$ cat config.mk
export PLATFORM = sky130hd
export DESIGN_NAME = timer_bus_arbiter
export DESIGN_NICKNAME = d
export VERILOG_FILES = /design/src/rtl/timer_bus_pkg.sv /design/src/rtl/rr_arbiter_2.sv /design/src/rtl/timer_bus_arbiter.sv
export SDC_FILE = /design/constraint.sdc
export NUM_CORES = 1
export LEC_CHECK = 0
export CORE_MARGIN = 5
export CORE_UTILIZATION = 33
export DETAILED_ROUTE_END_ITERATION = 7
export PLACE_DENSITY = 0.74
export SKIP_CTS_REPAIR_TIMING = 1
export SLEW_MARGIN = 20
export SYNTH_ARGS = -nofsm -noshare
export SYNTH_HDL_FRONTEND = slang
export SYNTH_SLANG_ARGS = --single-unit
export TNS_END_PERCENT = 1
$ cat constraint.sdc
create_clock -name clk -period 7.4 [get_ports clk]
set_clock_uncertainty 0.05 [all_clocks]
set_input_delay 1.48 -clock clk [delete_from_list [all_inputs] [get_ports clk]]
set_output_delay 1.48 -clock clk [all_outputs]
set_load 0.05 [all_outputs]
$ cat src/rtl/timer_bus_pkg.sv
// Shared encodings and address-window decode for the timer bus arbiter.
package timer_bus_pkg;

  typedef enum logic [1:0] {
    IDLE   = 2'b00,
    ACCESS = 2'b01,
    RESP   = 2'b10
  } state_t;

  typedef enum logic [1:0] {
    SEL_NONE = 2'b00,
    SEL_TC0  = 2'b01,
    SEL_TC1  = 2'b10
  } sel_t;

  localparam logic [31:0] TC0_BASE_DEF = 32'h0000_7F00;
  localparam logic [31:0] TC1_BASE_DEF = 32'h0000_7F10;
  localparam logic [29:0] WIN_WORDS    = 30'd3;

  // Word offset from the window base; wraps below base, so one compare covers both sides.
  function automatic logic win_hit(input logic [29:0] addr, input logic [31:0] base);
    logic [29:0] off;
    off = addr - base[31:2];
    return off < WIN_WORDS;
  endfunction

endpackage

$ cat src/rtl/rr_arbiter_2.sv
// Two-way round-robin grant: sole requester wins, a tie goes to the master that was not last served.
module rr_arbiter_2 (
  input  logic [1:0] i_req,
  input  logic       i_last_grant,
  output logic       o_gnt_vld,
  output logic       o_gnt_id
);

  always_comb begin
    o_gnt_vld = |i_req;
    o_gnt_id  = i_req[1] & (~i_req[0] | ~i_last_grant);
  end

endmodule

$ cat src/rtl/timer_bus_arbiter.sv
// Shares TC0/TC1 between two bus masters with a latch/access/response sequence per transaction.
// Optional BUS_ERR_EN adds m0_err/m1_err flagging accesses that hit neither window.
module timer_bus_arbiter
  import timer_bus_pkg::*;
#(
  parameter logic [31:0] TC0_BASE = TC0_BASE_DEF,
  parameter logic [31:0] TC1_BASE = TC1_BASE_DEF
) (
  input  logic        clk,
  input  logic        reset,
  input  logic        m0_req,
  input  logic [29:0] m0_addr,
  input  logic        m0_we,
  input  logic [31:0] m0_wdata,
  output logic [31:0] m0_rdata,
  output logic        m0_ready,
  input  logic        m1_req,
  input  logic [29:0] m1_addr,
  input  logic        m1_we,
  input  logic [31:0] m1_wdata,
  output logic [31:0] m1_rdata,
  output logic        m1_ready,
`ifdef BUS_ERR_EN
  output logic        m0_err,
  output logic        m1_err,
`endif
  output logic [29:0] tc0_addr,
  output logic        tc0_we,
  output logic [31:0] tc0_din,
  input  logic [31:0] tc0_dout,
  output logic [29:0] tc1_addr,
  output logic        tc1_we,
  output logic [31:0] tc1_din,
  input  logic [31:0] tc1_dout
);

  state_t      r_state;
  sel_t        r_sel;
  logic        r_last_grant;
  logic        r_win;
  logic [29:0] r_tc0_addr, r_tc1_addr;
  logic        r_tc0_we, r_tc1_we;
  logic [31:0] r_tc0_din, r_tc1_din;
  logic [31:0] r_m0_rdata, r_m1_rdata;
  logic        r_m0_ready, r_m1_ready;
`ifdef BUS_ERR_EN
  logic        r_m0_err, r_m1_err;
`endif

  logic        w_gnt_vld, w_gnt_id;
  logic [29:0] w_addr;
  logic        w_we;
  logic [31:0] w_wdata;
  sel_t        w_sel;
  logic [31:0] w_dout;

  rr_arbiter_2 u_arb (
    .i_req        ({m1_req, m0_req}),
    .i_last_grant (r_last_grant),
    .o_gnt_vld    (w_gnt_vld),
    .o_gnt_id     (w_gnt_id)
  );

  always_comb begin
    w_addr  = w_gnt_id ? m1_addr  : m0_addr;
    w_we    = w_gnt_id ? m1_we    : m0_we;
    w_wdata = w_gnt_id ? m1_wdata : m0_wdata;
    w_sel   = SEL_NONE;
    if (win_hit(w_addr, TC0_BASE))      w_sel = SEL_TC0;
    else if (win_hit(w_addr, TC1_BASE)) w_sel = SEL_TC1;
    w_dout = '0;
    if (r_sel == SEL_TC0)      w_dout = tc0_dout;
    else if (r_sel == SEL_TC1) w_dout = tc1_dout;
  end

  // Device-side registers double as the request latch, so later master changes cannot leak in.
  always_ff @(posedge clk or posedge reset) begin
    if (reset) begin
      r_state      <= IDLE;
      r_sel        <= SEL_NONE;
      r_last_grant <= 1'b1;
      r_win        <= 1'b0;
      r_tc0_addr   <= '0;
      r_tc0_we     <= 1'b0;
      r_tc0_din    <= '0;
      r_tc1_addr   <= '0;
      r_tc1_we     <= 1'b0;
      r_tc1_din    <= '0;
      r_m0_rdata   <= '0;
      r_m0_ready   <= 1'b0;
      r_m1_rdata   <= '0;
      r_m1_ready   <= 1'b0;
`ifdef BUS_ERR_EN
      r_m0_err     <= 1'b0;
      r_m1_err     <= 1'b0;
`endif
    end else begin
      r_m0_ready <= 1'b0;
      r_m1_ready <= 1'b0;
      r_m0_rdata <= '0;
      r_m1_rdata <= '0;
`ifdef BUS_ERR_EN
      r_m0_err   <= 1'b0;
      r_m1_err   <= 1'b0;
`endif
      case (r_state)
        IDLE: begin
          if (w_gnt_vld) begin
            r_win      <= w_gnt_id;
            r_sel      <= w_sel;
            r_tc0_addr <= (w_sel == SEL_TC0) ? w_addr  : '0;
            r_tc0_din  <= (w_sel == SEL_TC0) ? w_wdata : '0;
            r_tc0_we   <= (w_sel == SEL_TC0) & w_we;
            r_tc1_addr <= (w_sel == SEL_TC1) ? w_addr  : '0;
            r_tc1_din  <= (w_sel == SEL_TC1) ? w_wdata : '0;
            r_tc1_we   <= (w_sel == SEL_TC1) & w_we;
            r_state    <= ACCESS;
          end
        end
        ACCESS: begin
          r_tc0_addr <= '0;
          r_tc0_din  <= '0;
          r_tc0_we   <= 1'b0;
          r_tc1_addr <= '0;
          r_tc1_din  <= '0;
          r_tc1_we   <= 1'b0;
          r_m0_ready <= ~r_win;
          r_m1_ready <= r_win;
          r_m0_rdata <= r_win ? '0 : w_dout;
          r_m1_rdata <= r_win ? w_dout : '0;
`ifdef BUS_ERR_EN
          r_m0_err   <= ~r_win & (r_sel == SEL_NONE);
          r_m1_err   <= r_win & (r_sel == SEL_NONE);
`endif
          r_state    <= RESP;
        end
        RESP: begin
          r_last_grant <= r_win;
          r_state      <= IDLE;
        end
        default: r_state <= IDLE;
      endcase
    end
  end

  assign m0_rdata = r_m0_rdata;
  assign m0_ready = r_m0_ready;
  assign m1_rdata = r_m1_rdata;
  assign m1_ready = r_m1_ready;
`ifdef BUS_ERR_EN
  assign m0_err   = r_m0_err;
  assign m1_err   = r_m1_err;
`endif
  assign tc0_addr = r_tc0_addr;
  assign tc0_we   = r_tc0_we;
  assign tc0_din  = r_tc0_din;
  assign tc1_addr = r_tc1_addr;
  assign tc1_we   = r_tc1_we;
  assign tc1_din  = r_tc1_din;

endmodule

# Yosys cells after proc, flatten, opt, wreduce, memory -nomap -nowiden
# Cells that the tools add are included.
# op_classes
addsub	2
bitwise	7
n_eq_ne	7
n_reduce_logical	5
order_cmp	2
muxes	31
# op_table
operator	n
$mux 32	11
$mux 30	5
$pmux 32 s2	2
$pmux 30 s2	2
$lt 30x2->1 const B	2
$sub 30x13->30 const B	2
$eq 2x1->1 const B	3
$eq 2x2->1 const B	3
$mux 2	3
$mux 1	5
$pmux 1 s2	2
$pmux 2 s2	1
$reduce_and 2->1	2
$and 1x1->1	3
$not 1->1	3
$logic_not 2->1	1
$ne 2x1->1 const B	1
$reduce_bool 2->1	1
$reduce_or 2->1	1
$or 1x1->1	1
# word_totals
input_bits	194
ff_bits	198
word_cells	68

# Depth between registers and ports, before layout
# logic_depth
ltp_word	12
ltp_mapped	11
mapped_depth_nobuf	7

# Hierarchy
# Synthesis repeated with hierarchy kept, for this count alone.
# unflattened
cells_unflattened	726
hier_area_um2	7995.2
# modules_own_cells
mod	seq_area_each_um2	instances	area_each_um2	cells_per_inst
timer_bus_arbiter	4956.0	1	7981.4	724
rr_arbiter_2	0.0	1	13.8	2

# Worst setup path after synthesis
# OpenSTA, ideal clock, no wires.
# synth_path
kind	input to register
startpoint	input m1_req
endpoint	register r_tc1_din[0] (netlist: tc1_din[0])
path_stages	10
t_arrival_ns	3.645
setup_slack_ns	3.614
required_time_ns	7.258
n_path_buf	3
cell_sequence	a21boi_2 > buf_6 > buf_6 > or4_1 > a21oi_1 > o22ai_1 > nor4_4 > nand4_4 > buf_6 > o31ai_2
# synth_between
elab_chain_len	10
elab_cells_between_ends	16
classes_between	2 x add/sub; 2 x order compare; 2 x eq/ne; 7 x mux; 1 x bitwise; 2 x reduce/logical
# synth_lines
element	line_no	rtl
from (decl)	timer_bus_arbiter.sv:17	input logic m1_req,
$and 1x1->1	rr_arbiter_2.sv:11	o_gnt_id = i_req[1] & (~i_req[0] | ~i_last_grant);
$mux 30	timer_bus_arbiter.sv:65	w_addr = w_gnt_id ? m1_addr : m0_addr;
$sub 30x13->30	timer_bus_pkg.sv:23	off = addr - base[31:2];
$lt 30x2->1	timer_bus_pkg.sv:24	return off < WIN_WORDS;
$mux 2	timer_bus_arbiter.sv:70	else if (win_hit(w_addr, TC1_BASE)) w_sel = SEL_TC1;
$mux 2	timer_bus_arbiter.sv:69	if (win_hit(w_addr, TC0_BASE)) w_sel = SEL_TC0;
$eq 2x2->1	timer_bus_arbiter.sv:115	r_tc1_din <= (w_sel == SEL_TC1) ? w_wdata : '0;
$mux 32	timer_bus_arbiter.sv:115	
$mux 32	timer_bus_arbiter.sv:108	if (w_gnt_vld) begin
$pmux 32 s2	timer_bus_arbiter.sv:106	case (r_state)
to (signal assigned)	timer_bus_arbiter.sv:115	
to (decl)	timer_bus_arbiter.sv:43	logic [31:0] r_tc0_din, r_tc1_din;
# Parallel ways exist; a longest one is shown, timed or not. The select of a mux whose other input is x is not followed.
# A chain may end at the register's enable or synchronous reset.

# Final worst setup path
# layout_path
startpoint	input m0_req
endpoint	register r_tc0_din[30] (netlist: tc0_din[30])
# layout_between
elab_chain_len	12
elab_cells_between_ends	18
classes_between	2 x add/sub; 2 x order compare; 2 x eq/ne; 7 x mux; 3 x bitwise; 2 x reduce/logical
# layout_lines
element	line_no	rtl
from (decl)	timer_bus_arbiter.sv:11	input logic m0_req,
$not 1->1	rr_arbiter_2.sv:11	
$or 1x1->1	rr_arbiter_2.sv:11	
$and 1x1->1	rr_arbiter_2.sv:11	
$mux 30	timer_bus_arbiter.sv:65	
$sub 30x13->30	timer_bus_pkg.sv:23	
$lt 30x2->1	timer_bus_pkg.sv:24	
$mux 2	timer_bus_arbiter.sv:70	
$mux 2	timer_bus_arbiter.sv:69	
$eq 2x1->1	timer_bus_arbiter.sv:112	r_tc0_din <= (w_sel == SEL_TC0) ? w_wdata : '0;
$mux 32	timer_bus_arbiter.sv:112	
$mux 32	timer_bus_arbiter.sv:108	
$pmux 32 s2	timer_bus_arbiter.sv:106	
to (signal assigned)	timer_bus_arbiter.sv:112	
to (decl)	timer_bus_arbiter.sv:43	
# Parallel ways exist; a longest one is shown, timed or not. The select of a mux whose other input is x is not followed.

==> out/qor.csv <==
metric;value;unit
globalRouteTotalUtil;19.3;%
clock_power_share;36.6;%
clock_path_buffers;2;
most-common-layout-cells;385 x clkdlybuf4s50_1, 197 x dfrtp_1, 128 x nand2_1;
path_max_fanout;40;
total_power_per_unit_cell_area;201;mW/mm^2
totalPowerFinal;2.69;mW
sequentialPowerShare;41.3;%
critPathSlowestCell;or4_2;
vias_per_cell;5.07;
finalSetupTns;0;ps
grt_max_degree;140;
worstRegToRegCells;8;
fmax;192;MHz
detail_route.iter0.violations;476;
synth_cells;792;
clock_sink_count;198;
dpl.hpwl;22900;um
antenna_found_initial;2;
grt_first_pass_wirelength;44000;um
synth.distinct_cells;56;
placeableCoreArea;0.0259;mm^2
vias;7635;
p_comb_share;22.1;%
worst-endpoint-required;7690;ps
timing.final.setup_violations;0;
ys_ff_latch;198;
fillCellCount;2266;
grt_pass1_vias;7591;
worstSetupPathDepth;9;
die_area;0.0295;mm^2
setup_crit_start_kind;primary input;
slew_headroom;36.8;%
drt_pass1_iterations;5;
p_int;1.79;mW
worst_pin_slew;946;ps
residual_drc;0;
num_ports;386;
post_route_fraction_of_the_period_consumed_by_the_critical_path;70.5;%
critical_path_class;primary input to register;
netlist_area;0.00862;mm^2
wl;30000;um
mappedNetlistNets;986;
power.share.switching;33.5;%
result_of_the_run;finished, final reports clean;
detail-route-antenna-nets;0;
placement.io_buffers;385;
grt_setup_unrepaired;false;
seq_area_frac_synth;57.5;%
leakagePower;5.61;nW
endpoint_class_of_the_critical_path;register;
avgSynthCellArea;10.9;um^2
timing.final.hold_violations;0;
pre_cts_setup_slack;1810;ps
synth.yosys.warnings;0;
sw_power;0.899;mW
vdd_drop_max;0.145;mV
post_cts_clock_slew_at_the_launch_and_capture_registers_of_the_worst_setup_and_hold_paths;80;ps
cts_tree;built;
clockRootBuffer;clkbuf_16;
wl_per_cell;19.9;um
layout-area-overhead-vs-synth;55.3;%
fin_nets;1349;
finalMaxSlewViolations;0;
dieWidth;172;um
final.setup.worst_slack;2190;ps
drive_above_1_share;9.76;%
holdCritPathClass;register to register;
worstPathCellList;clkdlybuf4s50_1, a21bo_2, mux2i_1, o21ai_0, a2111oi_0, o22ai_1, or4_2, buf_4, o21ai_2;
min_period;5210;ps
most_common_cell_after_layout_fill_and_taps_aside;clkdlybuf4s50_1;
core.rowCount;59;
max_stage_delay;890;ps
timing.critical_path.buf_inv;2;
htree_num_levels;4;
holdPathStages;2;
cts_made_buffers;17;
initial_core_util;33.3;%
gpl.final_weighted_congestion;0.888;
cp.arrival;5510;ps
worst_path_dominant_cell_family;compound AO/OA/AOI/OAI gates;
insertion_delay;430;ps
maxCapViolCount;0;
fin_worst_hold_slack;430;ps
fp.dieH;172;um
grt_overflow;0;
## worst paths after layout
check                             start           end  slack (ps)
setup / recovery                 m0_req   tc0_din[30]        2190
hold / removal              tc0_addr[8]   tc0_addr[8]         430
setup reg to reg           r_last_grant   tc0_din[30]        3200
hold reg to reg             tc0_addr[8]   tc0_addr[8]         430
max in group asynchronous         reset   m1_rdata[2]        4310
min in group asynchronous         reset  tc1_addr[21]        1610
## area by class of cell
type	count	area [um^2]	share of cell area (%)
flip-flops and latches	198	4960	37.0
repair buffers	396	3950	29.5
multi-input cells	536	3390	25.3
clock buffers	17	425	3.18
well taps	335	419	3.13
clock inverters	15	215	1.61
inverters	6	30.0	0.224
diodes	2	5.00	0.0374
## cell usage after synthesis (all sizes together)
master,number,area (um^2)
a21bo,1,10.0
and4,1,8.76
and2,41,257
nor2b,4,25.0
o21ai,56,355
a221oi,1,15.0
o31ai,38,440
dfrtp,197,4930
clkbuf,33,124
a2111oi,2,36.3
nor4,14,115
xnor2,3,26.3
o21a,1,7.51
a31oi,5,31.3
nor3b,2,15.0
a41oi,1,8.76
buf,19,161
nand2,128,480
nand4,7,58.8
or3,6,42.5
o22a,2,17.5
a32o,1,10.0
o41ai,4,35.0
or4,8,63.8
o2111ai,1,8.76
a21o,7,52.6
nand3b,1,7.51
mux2i,36,360
o22ai,5,31.3
inv,6,22.5
nor4b,1,8.76
or2,1,6.26
mux2,2,22.5
nand3,9,45.0
a22oi,32,240
o211ai,1,7.51
a311oi,2,17.5
dfstp,1,26.3
a21boi,1,11.3
nand2b,3,18.8
nor2,79,297
a21oi,8,40.0
a211oi,4,30.0
xor2,2,17.5
nor3,15,75.1
## per-layer routing
layer	GRT usage, %	routed length (um)	vias to the layer above
met4	7.68	1060	0
li1	-	-	3509
met5	0	0	-
met2	32.7	14700	373
met1	23.1	11200	3698
met3	5.88	2960	55
## sequential cells by signal, indices dropped and copies added (netlist names)
register	flops
r_win	1
m0_rdata	32
m1_rdata	32
tc0_addr	30
r_state	2
tc1_addr	30
tc1_din	32
tc0_din	32
tc0_we	1
r_last_grant	1
r_sel	2
m0_ready	1
m1_ready	1
tc1_we	1
## cell families after synthesis
kind of cell | count (synthesis) | share of synthesized area, %
xor gates and xnor gates | 5 | 0.508
DFF | 198 | 57.5
and+or+nand+nor | 320 | 17.7
muxes | 38 | 4.44
buffers and inverters | 58 | 3.57
AOI/OAI and AO/OA | 173 | 16.3
## stage by stage
step           cells  instance area [um^2]  utilization [%]
6_report        1505                 13400             51.7
4_1_cts         1503                 13400             51.7
3_3_place_gp    1471                 12700             49.2
5_1_grt         1505                 13400             51.7
2_1_floorplan    792                  8620                -
3_5_place_dp    1471                 12700             49.2
## worst min-delay path: cells and delay by family (launching register included)
family	cells	cell delay [ps]
flip-flops	1	350
AND/OR/NAND/NOR	2	100
## power groups by stage
stage | registers (mW) | logic (mW) | clock network [mW]
floorplan | 1.14 | 0.328 | 0
global placement | 1.13 | 0.602 | 0
detailed placement | 1.13 | 0.601 | 0
CTS | 1.11 | 0.601 | 1.01
global route | 1.11 | 0.642 | 1.06
finish | 1.11 | 0.594 | 0.983
No activity file was read; power rests on OpenSTA's default activity.
